[src/rtl/hdb3_tx_sched_if.sv]
// Requester and encoder-side signal bundle for the HDB3 frame scheduler.
// The scheduler is the slave: it takes the channel data/valid pairs and
// drives the ready strobes plus the serial stream toward the encoder.
interface hdb3_tx_sched_if;
  logic [7:0] i_ch0_data;
  logic       i_ch0_valid;
  logic       o_ch0_ready;
  logic [7:0] i_ch1_data;
  logic       i_ch1_valid;
  logic       o_ch1_ready;
  logic       o_enc_data;
  logic       o_frame_start;
  logic       o_active_ch;
  logic       o_busy;
  logic       o_underrun;

  modport master (
    output i_ch0_data, i_ch0_valid, i_ch1_data, i_ch1_valid,
    input  o_ch0_ready, o_ch1_ready, o_enc_data, o_frame_start,
           o_active_ch, o_busy, o_underrun
  );

  modport slave (
    input  i_ch0_data, i_ch0_valid, i_ch1_data, i_ch1_valid,
    output o_ch0_ready, o_ch1_ready, o_enc_data, o_frame_start,
           o_active_ch, o_busy, o_underrun
  );
endinterface

[src/rtl/hdb3_tx_sched.sv]
// Round-robin frame scheduler feeding one HDB3 encoder from two byte sources.
// Each frame is SYNC_WORD, a channel-ID byte, then FRAME_BYTES payload bytes,
// shifted out MSB-first one bit per clock, followed by MIN_GAP zero bits.
// The serial bit is the MSB of a shift register, so the encoder input is
// always a flop output.
module hdb3_tx_sched #(
  parameter int         FRAME_BYTES = 4,
  parameter logic [7:0] SYNC_WORD   = 8'h7E,
  parameter int         MIN_GAP     = 2
) (
  input  logic             i_clk,
  input  logic             i_rst,
  hdb3_tx_sched_if.slave   bus
);

  localparam int BYTE_W = (FRAME_BYTES > 1) ? $clog2(FRAME_BYTES) : 1;
  localparam int GAP_W  = (MIN_GAP > 1) ? $clog2(MIN_GAP) : 1;
  localparam logic [BYTE_W-1:0] LAST_BYTE = BYTE_W'(FRAME_BYTES - 1);
  localparam logic [GAP_W-1:0]  LAST_GAP  = GAP_W'(MIN_GAP - 1);

  typedef enum logic [2:0] {S_IDLE, S_SYNC, S_CHID, S_PAYLOAD, S_GAP} state_t;

  state_t              r_state;
  state_t              w_next_state;
  logic [7:0]          r_shift;
  logic [2:0]          r_bit_cnt;
  logic [BYTE_W-1:0]   r_byte_cnt;
  logic [GAP_W-1:0]    r_gap_cnt;
  logic                r_gnt;
  logic                r_last_served;

  logic                w_last_bit;
  logic                w_req;
  logic                w_pick;
  logic                w_fetch;
  logic                w_gnt_valid;
  logic [7:0]          w_gnt_data;
  logic [7:0]          w_fetch_byte;

  // Arbitration pick, payload fetch strobe and the byte to load on a fetch.
  always_comb begin
    w_last_bit   = (r_bit_cnt == 3'd7);
    w_req        = bus.i_ch0_valid | bus.i_ch1_valid;
    // Both requesting: the channel not served last wins; otherwise the lone requester.
    w_pick       = (bus.i_ch0_valid & bus.i_ch1_valid) ? ~r_last_served : bus.i_ch1_valid;
    // A fetch happens on the last bit of the CHID byte and of every payload
    // byte except the final one, so the next byte is in the shifter in time.
    w_fetch      = w_last_bit & ((r_state == S_CHID) |
                                 ((r_state == S_PAYLOAD) & (r_byte_cnt != LAST_BYTE)));
    w_gnt_valid  = r_gnt ? bus.i_ch1_valid : bus.i_ch0_valid;
    w_gnt_data   = r_gnt ? bus.i_ch1_data  : bus.i_ch0_data;
    // A missing byte is replaced by zeros so the frame length never changes.
    w_fetch_byte = w_gnt_valid ? w_gnt_data : 8'h00;
  end

  // Next-state decode for the frame sequence.
  always_comb begin
    // NOTE: default first so every path assigns w_next_state; without it a
    // missed branch would infer a latch.
    w_next_state = r_state;
    unique case (r_state)
      S_IDLE:    if (w_req) w_next_state = S_SYNC;
      S_SYNC:    if (w_last_bit) w_next_state = S_CHID;
      S_CHID:    if (w_last_bit) w_next_state = S_PAYLOAD;
      S_PAYLOAD: if (w_last_bit && (r_byte_cnt == LAST_BYTE)) w_next_state = S_GAP;
      S_GAP:     if (r_gap_cnt == LAST_GAP) w_next_state = S_IDLE;
      default:   w_next_state = S_IDLE;
    endcase
  end

  // State register; reset aborts any frame in flight.
  always_ff @(posedge i_clk) begin
    // NOTE: non-blocking assignments for all flops so every register samples
    // pre-edge values regardless of statement order.
    if (i_rst) r_state <= S_IDLE;
    else       r_state <= w_next_state;
  end

  // Shifter, bit/byte/gap counters and the latched grant.
  always_ff @(posedge i_clk) begin
    if (i_rst) begin
      r_shift       <= 8'h00;
      r_bit_cnt     <= 3'd0;
      r_byte_cnt    <= '0;
      r_gap_cnt     <= '0;
      r_gnt         <= 1'b0;
      r_last_served <= 1'b1;
    end else begin
      unique case (r_state)
        S_IDLE: begin
          if (w_req) begin
            r_gnt         <= w_pick;
            r_last_served <= w_pick;
            r_shift       <= SYNC_WORD;
            r_bit_cnt     <= 3'd0;
            r_byte_cnt    <= '0;
          end
        end
        S_SYNC, S_CHID, S_PAYLOAD: begin
          r_bit_cnt <= r_bit_cnt + 3'd1;
          if (w_last_bit) begin
            if (r_state == S_SYNC) r_shift <= {7'b0, r_gnt};
            else if (w_fetch)      r_shift <= w_fetch_byte;
            else                   r_shift <= 8'h00;
            if ((r_state == S_PAYLOAD) && w_fetch) r_byte_cnt <= r_byte_cnt + BYTE_W'(1);
            r_gap_cnt <= '0;
          end else begin
            r_shift <= {r_shift[6:0], 1'b0};
          end
        end
        S_GAP:   r_gap_cnt <= r_gap_cnt + GAP_W'(1);
        default: ;
      endcase
    end
  end

  assign bus.o_enc_data    = r_shift[7];
  assign bus.o_frame_start = (r_state == S_SYNC) && (r_bit_cnt == 3'd0);
  assign bus.o_busy        = (r_state != S_IDLE);
  assign bus.o_active_ch   = r_gnt;
  assign bus.o_ch0_ready   = w_fetch & ~r_gnt;
  assign bus.o_ch1_ready   = w_fetch &  r_gnt;
  assign bus.o_underrun    = w_fetch & ~w_gnt_valid;

endmodule

[src/flat_wrapper.sv]
// flat-port wrapper written by rule: the top's interface ports become plain ports
module hdb3_tx_sched_flat 
#(
  parameter int         FRAME_BYTES = 4,
  parameter logic [7:0] SYNC_WORD   = 8'h7E,
  parameter int         MIN_GAP     = 2
)
  (i_clk, i_rst, bus_i_ch0_data, bus_i_ch0_valid, bus_i_ch1_data, bus_i_ch1_valid, bus_o_ch0_ready, bus_o_ch1_ready, bus_o_enc_data, bus_o_frame_start, bus_o_active_ch, bus_o_busy, bus_o_underrun);
  hdb3_tx_sched_if bus_i ();
  input  logic i_clk;
  input  logic i_rst;
  input wire logic [$bits(bus_i.i_ch0_data)-1:0] bus_i_ch0_data;
  input wire logic [$bits(bus_i.i_ch0_valid)-1:0] bus_i_ch0_valid;
  input wire logic [$bits(bus_i.i_ch1_data)-1:0] bus_i_ch1_data;
  input wire logic [$bits(bus_i.i_ch1_valid)-1:0] bus_i_ch1_valid;
  output wire logic [$bits(bus_i.o_ch0_ready)-1:0] bus_o_ch0_ready;
  output wire logic [$bits(bus_i.o_ch1_ready)-1:0] bus_o_ch1_ready;
  output wire logic [$bits(bus_i.o_enc_data)-1:0] bus_o_enc_data;
  output wire logic [$bits(bus_i.o_frame_start)-1:0] bus_o_frame_start;
  output wire logic [$bits(bus_i.o_active_ch)-1:0] bus_o_active_ch;
  output wire logic [$bits(bus_i.o_busy)-1:0] bus_o_busy;
  output wire logic [$bits(bus_i.o_underrun)-1:0] bus_o_underrun;
  assign bus_i.i_ch0_data = bus_i_ch0_data;
  assign bus_i.i_ch0_valid = bus_i_ch0_valid;
  assign bus_i.i_ch1_data = bus_i_ch1_data;
  assign bus_i.i_ch1_valid = bus_i_ch1_valid;
  assign bus_o_ch0_ready = bus_i.o_ch0_ready;
  assign bus_o_ch1_ready = bus_i.o_ch1_ready;
  assign bus_o_enc_data = bus_i.o_enc_data;
  assign bus_o_frame_start = bus_i.o_frame_start;
  assign bus_o_active_ch = bus_i.o_active_ch;
  assign bus_o_busy = bus_i.o_busy;
  assign bus_o_underrun = bus_i.o_underrun;
  hdb3_tx_sched #(.FRAME_BYTES(FRAME_BYTES), .SYNC_WORD(SYNC_WORD), .MIN_GAP(MIN_GAP)) u_core (.i_clk(i_clk), .i_rst(i_rst), .bus(bus_i));
endmodule
[config.mk]
export PLATFORM = sky130hd
export DESIGN_NAME = hdb3_tx_sched_flat
export DESIGN_NICKNAME = d
export VERILOG_FILES = /design/src/rtl/hdb3_tx_sched_if.sv /design/src/rtl/hdb3_tx_sched.sv /design/src/flat_wrapper.sv
export SDC_FILE = /design/constraint.sdc
export NUM_CORES = 1
export LEC_CHECK = 0
export ABC_AREA = 1
export BUFFER_PORTS_ARGS = -buffer_cell sky130_fd_sc_hd__buf_2
export CAP_MARGIN = 15
export CORE_MARGIN = 1.5
export CORE_UTILIZATION = 52
export CTS_BUF_LIST = sky130_fd_sc_hd__clkbuf_8 sky130_fd_sc_hd__clkbuf_16
export DETAILED_ROUTE_END_ITERATION = 6
export GPL_TIMING_DRIVEN = 0
export PLACE_DENSITY = 0.81
export SYNTH_ARGS = -nofsm -noshare
export SYNTH_HDL_FRONTEND = slang
export SYNTH_SLANG_ARGS = --single-unit
[constraint.sdc]
create_clock -name i_clk -period 1.5 [get_ports i_clk]
set_input_delay 0.225 -clock i_clk [delete_from_list [all_inputs] [get_ports i_clk]]
set_output_delay 0.225 -clock i_clk [all_outputs]
set_load 0.05 [all_outputs]
; Word-level counts from Yosys, hierarchy flattened
; Cells that the tools add are included.
[op_classes]
order_cmp = 0
shift = 0
add_sub_neg = 3
div = 0
n_eq_ne = 14
n_mux = 23
n_reduce_logical = 14
n_mul = 0
bitwise = 11
[ops]
columns = operator, count
row1 = $mux W8, 6
row2 = $mux W3, 6
row3 = $pmux W8 S2, 1
row4 = $pmux W3 S5, 1
row5 = $ne A2 B1 Y1 const B, 7
row6 = $and A1 B1 Y1, 6
row7 = $eq A3 B2 Y1 const B, 2
row8 = $eq A3 B3 Y1 const B, 2
row9 = $logic_not A3 Y1, 2
row10 = $mux W2, 3
row11 = $pmux W3 S2, 1
row12 = $reduce_and A2 Y1, 3
row13 = $reduce_and A5 Y1, 1
row14 = $pmux W2 S2, 1
row15 = $reduce_and A4 Y1, 1
row16 = $reduce_bool A2 Y1, 2
row17 = $add A3 B1 Y3 const B, 1
row18 = $eq A3 B1 Y1 const B, 1
row19 = $logic_and A1 B1 Y1, 3
row20 = $mux W1, 3
row21 = $not A1 Y1, 3
row22 = $reduce_bool A3 Y1, 1
row23 = $reduce_or A3 Y1, 1
row24 = $add A2 B1 Y2 const B, 1
row25 = 5 further kinds, 6
[totals]
out_inout_bits = 7
mem_bits_rw = 0
rom_bits = 0
reg_bits = 19
latchBits = 0
wordCells = 72
mem_count = 0

; Logic depth before layout (Yosys ltp)
; Gate-level depths: netlist of the first run.
[depth]
depth_word = 8
depth_mapped = 9
ltp_nobuf = 9

; Worst setup path after synthesis of the first run
; Ideal clock, no wire load.
[synth_path]
path_type = register to output
start = register u_core.r_state[0]
end = output port bus_o_frame_start
arrival_ns = 1.693
setup_slack_ns = -0.418
required_ns = 1.275
stages_incl_launch_ff = 3
path_buffers = 0
cell_sequence = dfxtp_1 > nand3_1 > nor3b_1
[synth_between]
elab_chain_len = 2
[synth_lines]
columns = element, line_no
row1 = "start, declared", hdb3_tx_sched.sv:23  ; state_t r_state;
row2 = "start signal, assigned", hdb3_tx_sched.sv:76  ; else r_state <= w_next_state;
row3 = $eq A3 B1 Y1, hdb3_tx_sched.sv:118  ; assign bus.o_frame_start = (r_state == S_SYNC) && (r_bit_cnt == 3'd0);
row4 = $logic_and A1 B1 Y1, hdb3_tx_sched.sv:118
row5 = "end, declared", flat_wrapper.sv:19  ; output wire logic [$bits(bus_i.o_frame_start)-1:0] bus_o_frame_start;
; No other way between the ends.

; Worst setup path in the final report of the first run
[layout_path]
start = register u_core.r_state[0]
end = output port bus_o_ch1_ready
[layout_between]
elab_chain_len = 5
elab_cells_between_ends = 6
cone_classes = eq/ne (2) / bitwise (4)
[layout_lines]
columns = element, line_no
row1 = $eq A3 B2 Y1, hdb3_tx_sched.sv:49  ; ((r_state == S_PAYLOAD) & (r_byte_cnt != LAST_BYTE)));
row2 = $and A1 B1 Y1, hdb3_tx_sched.sv:49
row3 = $or A1 B1 Y1 (*), hdb3_tx_sched.sv:48  ; w_fetch = w_last_bit & ((r_state == S_CHID) |
row4 = $and A1 B1 Y1 (*), hdb3_tx_sched.sv:48
row5 = $and A1 B1 Y1 (*), hdb3_tx_sched.sv:122  ; assign bus.o_ch1_ready = w_fetch & r_gnt;
row6 = "end, declared", flat_wrapper.sv:17  ; output wire logic [$bits(bus_i.o_ch1_ready)-1:0] bus_o_ch1_ready;
; Every way passes the cells marked *; elsewhere a longest branch is shown, timed or not.

==> run metrics, run 1 <==
Cell Area, Placed=1290 um^2; Yosys cell types=25; DRT iter0 DRCs=30; worst vdd ir=1.307 mV; initial antenna violation count=0; Hold Path End=u_core.r_byte_cnt[0]; Setup TNS Final=-0.1899 ns; IO Pins=27; R2R Path Start=u_core.r_bit_cnt[0]; TritonCTS Buffers=3; failing checks=negative setup slack; CP Capture Type=primary output; H-tree level count=1; mean post-synth cell area=6.789 um^2; Layout area overhead=48.58%; Startpoint Class=flop; CP bufs+invs=1; WP data arrival=1.34 ns; Pleak=0.7369 nW; max_cap viols=0; Setup WS post-layout=-0.06611 ns; initial core utilization=55.49%; Ys Warns=0; layout cells sized above 1=44.88%; Root Buffer=clkbuf_8; grt met2 use=48.40%; GPL Wtd Cong=0.8201; Ant. Diodes=0; GR Util All Layers=26.37%; hold_sp=i_rst; Worst Reg-to-Reg Cells=7; pin count of the biggest net entering global routing=12; Wirelength per Cell=14.48 um; final setup violation count=6; most frequent cells in the layout=nand2_1 (53), buf_2 (23), a21oi_1 (22); die width=48.99 um; worst slew pin tran=0.5365 ns; final WL=3359 um; vias in the first global route=1224; Reg clk slew, reported paths=0.08 ns; CP max stage cell=dfxtp_4; clock network power share=13.4%; delay of the slowest cell on the worst path=0.40 ns; Worst Hold Depth=4; Fin Clk Skew=0.007496 ns; count of pins over their slew limit=0; Fmax=0.6385 GHz; # DRC=0; PD cells=1685 nW/um^2; family with the most delay on the worst path=simple AND/OR/NAND/NOR gates; post-layout minimum cycle time=1.566 ns; register share of total power=29.0%; Req. time, crit path=1.27 ns; die span in y=48.99 um; vias per inst=5.435; met1 Use GR=29.07%; combinational fraction of design power=57.6%; Rel. slew slack=64.24%; #FFs+latches synth=19; CTS Hold Bufs=0; Switching Power=0.001334 W; ANT nets after route=0; final-report hold violation count=0; layer with the highest usage=met2; final period utilization=104.4%; FP Rows=16; Worst R2R Setup Slack=-0.02 ns; fin area=1634 um^2; total congestion overflow=0; Vias=1261; DP Wirelength=1882 um; nets@finish=230; Internal Power=0.001420 W; crit-path cells=nand2_4 > nor2_4 > nand2_2 > nand2_4 > nand2_8 > nor2_4 > buf_6; status=finished with violations; CTS tree=done; worst r2r dst=u_core.r_state[2]; unrepaired setup endpoints after global routing=yes; CTS sink cnt=19; Post-Syn Nets=186; Hold Crit Class=in2reg; instance count of the mapped netlist=162; first-pass GRT wire length=4968 um; first drt pass iteration count=4; core area=1982 um^2; clock latency on the worst-skew pair=0.26 ns; commonest non-fill, non-tap cell in the layout=nand2_1; sw frac=48.43%; CP Max Fanout=5; WS Path Type=reg2out; Bufs on Longest Clock Path=2; port bufs=26; Seq/Total Area, Yosys=34.58%; Synth Cell Area=1100 um^2; met3 Usage GRT=5.215%; die area=2400 um^2
==> tightest hold or removal path, cell delays in order <==
cell and delay (ns):
buf_2 0.10, a21oi_1 0.04, o21ai_1 0.07, inv_1 0.04
==> sequential cells by signal, indices dropped and copies added (netlist names) <==
register                count
u_core.r_shift              8
u_core.r_bit_cnt            3
u_core.r_state              3
u_core.r_byte_cnt           2
u_core.bus.o_active_ch      1
u_core.r_gap_cnt            1
u_core.r_last_served        1
==> metal layers <==
layer / vias to the layer above / share of wire, %
met3: 12 / 4.3
met1: 595 / 40
li1: 613 / -
met5: - / 0
met4: 0 / 3.2
met2: 41 / 53
==> how the worst max path moves through the flow <==
stage	depth (start not counted)	start	slack, ns	to
2_1_floorplan	4	u_core.r_bit_cnt[0]	-0.06	bus_o_underrun
3_3_place_gp	5	u_core.r_bit_cnt[0]	-0.04	bus_o_underrun
3_5_place_dp	5	u_core.r_bit_cnt[0]	-0.07	bus_o_underrun
4_1_cts	7	u_core.r_state[0]	-0.04	bus_o_underrun
5_1_grt	7	u_core.r_state[0]	-0.12	bus_o_ch1_ready
6_report	7	u_core.r_state[0]	-0.07	bus_o_ch1_ready
==> what timing repair did <==
action / CTS / global route
gates cloned: 0 / 0
pin swaps: 5 / 10
setup endpoints to repair: 7 / 21
gates resized for setup: 26 / 26
buffers inserted: 9 / 4
==> through the flow <==
stage                     hold slack, ns  setup WS [ns]  utilization (%)  instances  total power, W
after detailed placement          0.4541       -0.07214            65.09        215        0.001924
final                             0.2432       -0.06611            82.45        232        0.002754
after global placement            0.4409       -0.04201            65.09        215        0.001881
after global routing              0.2785        -0.1237            82.45        232        0.002901
after CTS                         0.2496       -0.04256            76.01        228        0.002507
after floorplan                   0.3859       -0.06065                -        162        0.001675
==> power groups by stage <==
stage          Clock, W  Sequential [W]  Combinational [W]
2_1_floorplan         0        0.000786           0.000889
3_3_place_gp          0        0.000749            0.00113
3_5_place_dp          0        0.000755            0.00117
4_1_cts        0.000366        0.000768            0.00137
5_1_grt        0.000385        0.000808            0.00171
6_report       0.000370        0.000799            0.00159
==> cells by family after synthesis <==
| family | Yosys count | synth area share, % |
|---|---|---|
| flip-flops | 19 | 34.58 |
| buffers and inverters | 19 | 7.280 |
| AND/OR/NAND/NOR | 81 | 33.33 |
| adder cells (fa/ha/maj) | 4 | 4.551 |
| AO/OA/AOI/OAI | 39 | 20.25 |
==> Yosys cell counts <==
| master | n | area (um^2) |
|---|---|---|
| nor3b_1 | 1 | 7.510 |
| o21ai_1 | 2 | 10.01 |
| nand3_1 | 6 | 30.03 |
| or2_0 | 1 | 6.260 |
| inv_2 | 3 | 11.26 |
| nand4_1 | 1 | 6.260 |
| nand2_4 | 2 | 22.52 |
| buf_6 | 1 | 11.26 |
| a21oi_2 | 3 | 26.28 |
| ha_1 | 4 | 50.05 |
| nor2_2 | 2 | 12.51 |
| o21bai_2 | 1 | 11.26 |
| nor2_8 | 1 | 20.02 |
| a21oi_1 | 23 | 115.1 |
| nor2_1 | 6 | 22.52 |
| nand2_2 | 3 | 18.77 |
| o211ai_1 | 1 | 7.510 |
| o21ai_2 | 2 | 17.52 |
| buf_2 | 1 | 5.000 |
| clkbuf_1 | 2 | 7.510 |
| inv_1 | 12 | 45.04 |
| nor3_1 | 2 | 10.01 |
| dfxtp_1 | 19 | 380.4 |
| nand2_1 | 56 | 210.2 |
| o21ai_0 | 7 | 35.03 |
==> area by class of cell <==
class / count / area, um^2
buffer: 4 / 25.02
inverter: 15 / 60.06
tap: 27 / 33.78
fill: 113 / 347.8
sequential: 19 / 400.4
timing repair buffer: 39 / 256.5
multi-input combinational: 124 / 812.0
clock buffer: 3 / 41.29
clock inverter: 1 / 5.005
Power figures use the tool's default switching activity.
==> run 2: changes to the inputs <==
--- a/config.mk
+++ b/config.mk
@@ -6,7 +6,7 @@
 export NUM_CORES = 1
 export LEC_CHECK = 0
 export ABC_AREA = 1
-export BUFFER_PORTS_ARGS = -buffer_cell sky130_fd_sc_hd__buf_2
+export BUFFER_PORTS_ARGS = -buffer_cell sky130_fd_sc_hd__buf_4
 export CAP_MARGIN = 15
 export CORE_MARGIN = 1.5
 export CORE_UTILIZATION = 52
==> run 2 against run 1 <==
The run still ends with negative setup slack left. Worst setup slack got worse by 0.022 ns. Core utilization rose by 1.5 points. Maximum frequency is 1.4% lower. Highest routed layer unchanged. Total power is 0.17% higher. Wire length decreased by 0.51%. Sequential share of layout area is 0.52 points lower. Cell count unchanged. Via count grew 0.32%. Combinational power about the same. Global-route usage fell by 0.72 points. Largest cell class unchanged. Critical endpoint is now u_core.r_shift[7].
==> run metrics, run 2 (synthesis gave the netlist of run 1 again) <==
status=finished with violations (unchanged); failing checks=negative setup slack (unchanged); CP Max Fanout=4 (was 5); initial core utilization=55.49% (unchanged); pin count of the biggest net entering global routing=12 (unchanged); DRT iter0 DRCs=51 (was 30); biggest regs=u_core.r_shift x8, u_core.r_bit_cnt x3, u_core.r_state x3 (unchanged); die area=2400 um^2 (unchanged); vias per inst=5.453 (was 5.435); CP bufs+invs=2 (was 1); Most flops, register=u_core.r_shift (unchanged); Worst Reg-to-Reg Cells=10 (was 7); PD cells=1657 nW/um^2 (was 1685 nW/um^2); first-pass GRT wire length=4809 um (was 4968 um); IO Pins=27 (unchanged); layout cells sized above 1=42.93% (was 44.88%); Wirelength per Cell=14.41 um (was 14.48 um); count of pins over their slew limit=0 (unchanged); Pleak=0.7502 nW (was 0.7369 nW); FP Rows=16 (unchanged); GR Util All Layers=25.65% (was 26.37%); Hold Crit Class=in2reg (unchanged); die span in y=48.99 um (unchanged); CTS Hold Bufs=0 (unchanged); total congestion overflow=0 (unchanged); port bufs=26 (unchanged); Worst Hold Depth=4 (unchanged); H-tree level count=1 (unchanged); Startpoint Class=flop (unchanged); CP Capture Type=flop (was primary output); initial antenna violation count=0 (unchanged); fin area=1664 um^2 (was 1634 um^2); unrepaired setup endpoints after global routing=yes (unchanged); CP max stage cell=dfxtp_4 (unchanged); max_cap viols=0 (unchanged); final setup violation count=5 (was 6); Ant. Diodes=0 (unchanged); Layout area overhead=51.31% (was 48.58%); final WL=3342 um (was 3359 um); Req. time, crit path=1.68 ns (was 1.27 ns); nets@finish=230 (unchanged); clock latency on the worst-skew pair=0.26 ns (about the same); final period utilization=105.8% (was 104.4%); CTS sink cnt=19 (unchanged); DP Wirelength=1857 um (was 1882 um); family with the most delay on the worst path=simple AND/OR/NAND/NOR gates (unchanged); Vias=1265 (was 1261); WP depth=10 (was 7); TritonCTS Buffers=3 (unchanged); Reg clk slew, reported paths=0.07 ns (was 0.08 ns); commonest non-fill, non-tap cell in the layout=nand2_1 (unchanged); Bufs on Longest Clock Path=2 (unchanged); vias in the first global route=1119 (was 1224); Fmax=0.6298 GHz (was 0.6385 GHz); CTS tree=done (unchanged); ANT nets after route=0 (unchanged); WP data arrival=1.77 ns (was 1.34 ns); crit-path cells=nand2_4 > nor2_4 > nand2_2 > nand2_4 > nand2_8 > buf_4 > buf_12 > o21ai_4 > nand2_2 > a21oi_2 (was nand2_4 > nor2_4 > nand2_2 > nand2_4 > nand2_8 > nor2_4 > buf_6); Fin Clk Skew=0.002724 ns (was 0.007496 ns); WS Path Type=reg2reg (was reg2out); GPL Wtd Cong=0.8345 (was 0.8201); Cell Area, Placed=1355 um^2 (was 1290 um^2); # DRC=0 (unchanged); final-report hold violation count=0 (unchanged); post-layout minimum cycle time=1.588 ns (was 1.566 ns); Root Buffer=clkbuf_8 (unchanged); dpl cells=215 (unchanged); core area=1982 um^2 (unchanged); most frequent cells in the layout=nand2_1 (52), buf_4 (33), a21oi_1 (22) (was nand2_1 (53), buf_2 (23), a21oi_1 (22)); worst vdd ir=1.205 mV (was 1.307 mV); delay of the slowest cell on the worst path=0.40 ns (about the same); fin cells=232 (unchanged); Rel. slew slack=61.96% (was 64.24%); die width=48.99 um (unchanged); Setup WS post-layout=-0.08773 ns (was -0.06611 ns); first drt pass iteration count=4 (unchanged); worst slew pin tran=0.5706 ns (was 0.5365 ns); Largest register FFs=8 (unchanged)
[run 2: cell count changes in the layout (fill, tap and decap cells not counted), moves of 2 or more]
cell / before / now
nand3_1: 2 / 5
buf_2: 23 / 1
buf_4: 12 / 33
nand3_2: 3 / 1
nor3_2: 2 / 0
nor3_1: 0 / 2
[run 2: power breakdown]
group	leakage [nW]	switching, W	internal [W]
combinational	0.564	0.00101	0.000597
sequential	0.160	0.000122	0.000672
clock	0.0255	0.000175	0.000185
total	0.750	0.00130	0.00145
[run 2: metal layers]
metal / vias up / global-route usage, % / share of wire, %
met5: - / 0 / 0
met2: 39 / 46.35 / 54
met1: 600 / 31.01 / 40
met3: 14 / 4.601 / 3.4
li1: 612 / - / -
met4: 0 / 7.143 / 3.0
[run 2: stage by stage]
stage / setup slack, ns / total power, W / TNS, ns / utilization [%] / hold WS, ns
final: -0.08773 / 0.002758 / -0.3409 / 83.96 / 0.2318
after floorplan: -0.06065 / 0.001675 / -0.06065 / - / 0.3859
after detailed placement: -0.04430 / 0.001967 / -0.1429 / 68.37 / 0.4546
after global placement: 0.01384 / 0.001927 / 0 / 68.37 / 0.4409
after CTS: -0.06793 / 0.002486 / -0.2556 / 78.09 / 0.2294
after global routing: -0.1132 / 0.002921 / -0.6299 / 83.96 / 0.2583
[run 2: what timing repair did]
item | 4_1_cts | 5_1_grt
pin swaps | 5 | 9
setup endpoints to repair | 8 | 20
gates resized for setup | 25 | 17
cloned | 0 | 0
setup buffers | 8 | 6
endpoints found under the hold margin | 0 | 0
[run 2: final timing paths]
kind | start | to | slack [ns]
max reg2reg | u_core.r_state[0] | u_core.r_shift[7] | -0.09
min | i_rst | u_core.r_byte_cnt[0] | 0.23
min reg2reg | u_core.r_bit_cnt[0] | u_core.r_bit_cnt[0] | 0.47
max | u_core.r_state[0] | u_core.r_shift[7] | -0.09
[run 2: worst min-delay path, stage by stage]
cell,delay (ns)
buf_4,0.09
a21oi_1,0.03
o21ai_1,0.07
inv_1,0.04
[run 2: cell type report]
type,instances,area (um^2)
Timing Repair Buffer,39,324.1
Tap cell,27,33.78
Fill cell,126,317.8
Multi-Input combinational cell,124,775.7
Clock buffer,3,41.29
Inverter,15,60.06
Clock inverter,1,5.005
Sequential cell,19,399.1
Buffer,4,25.02
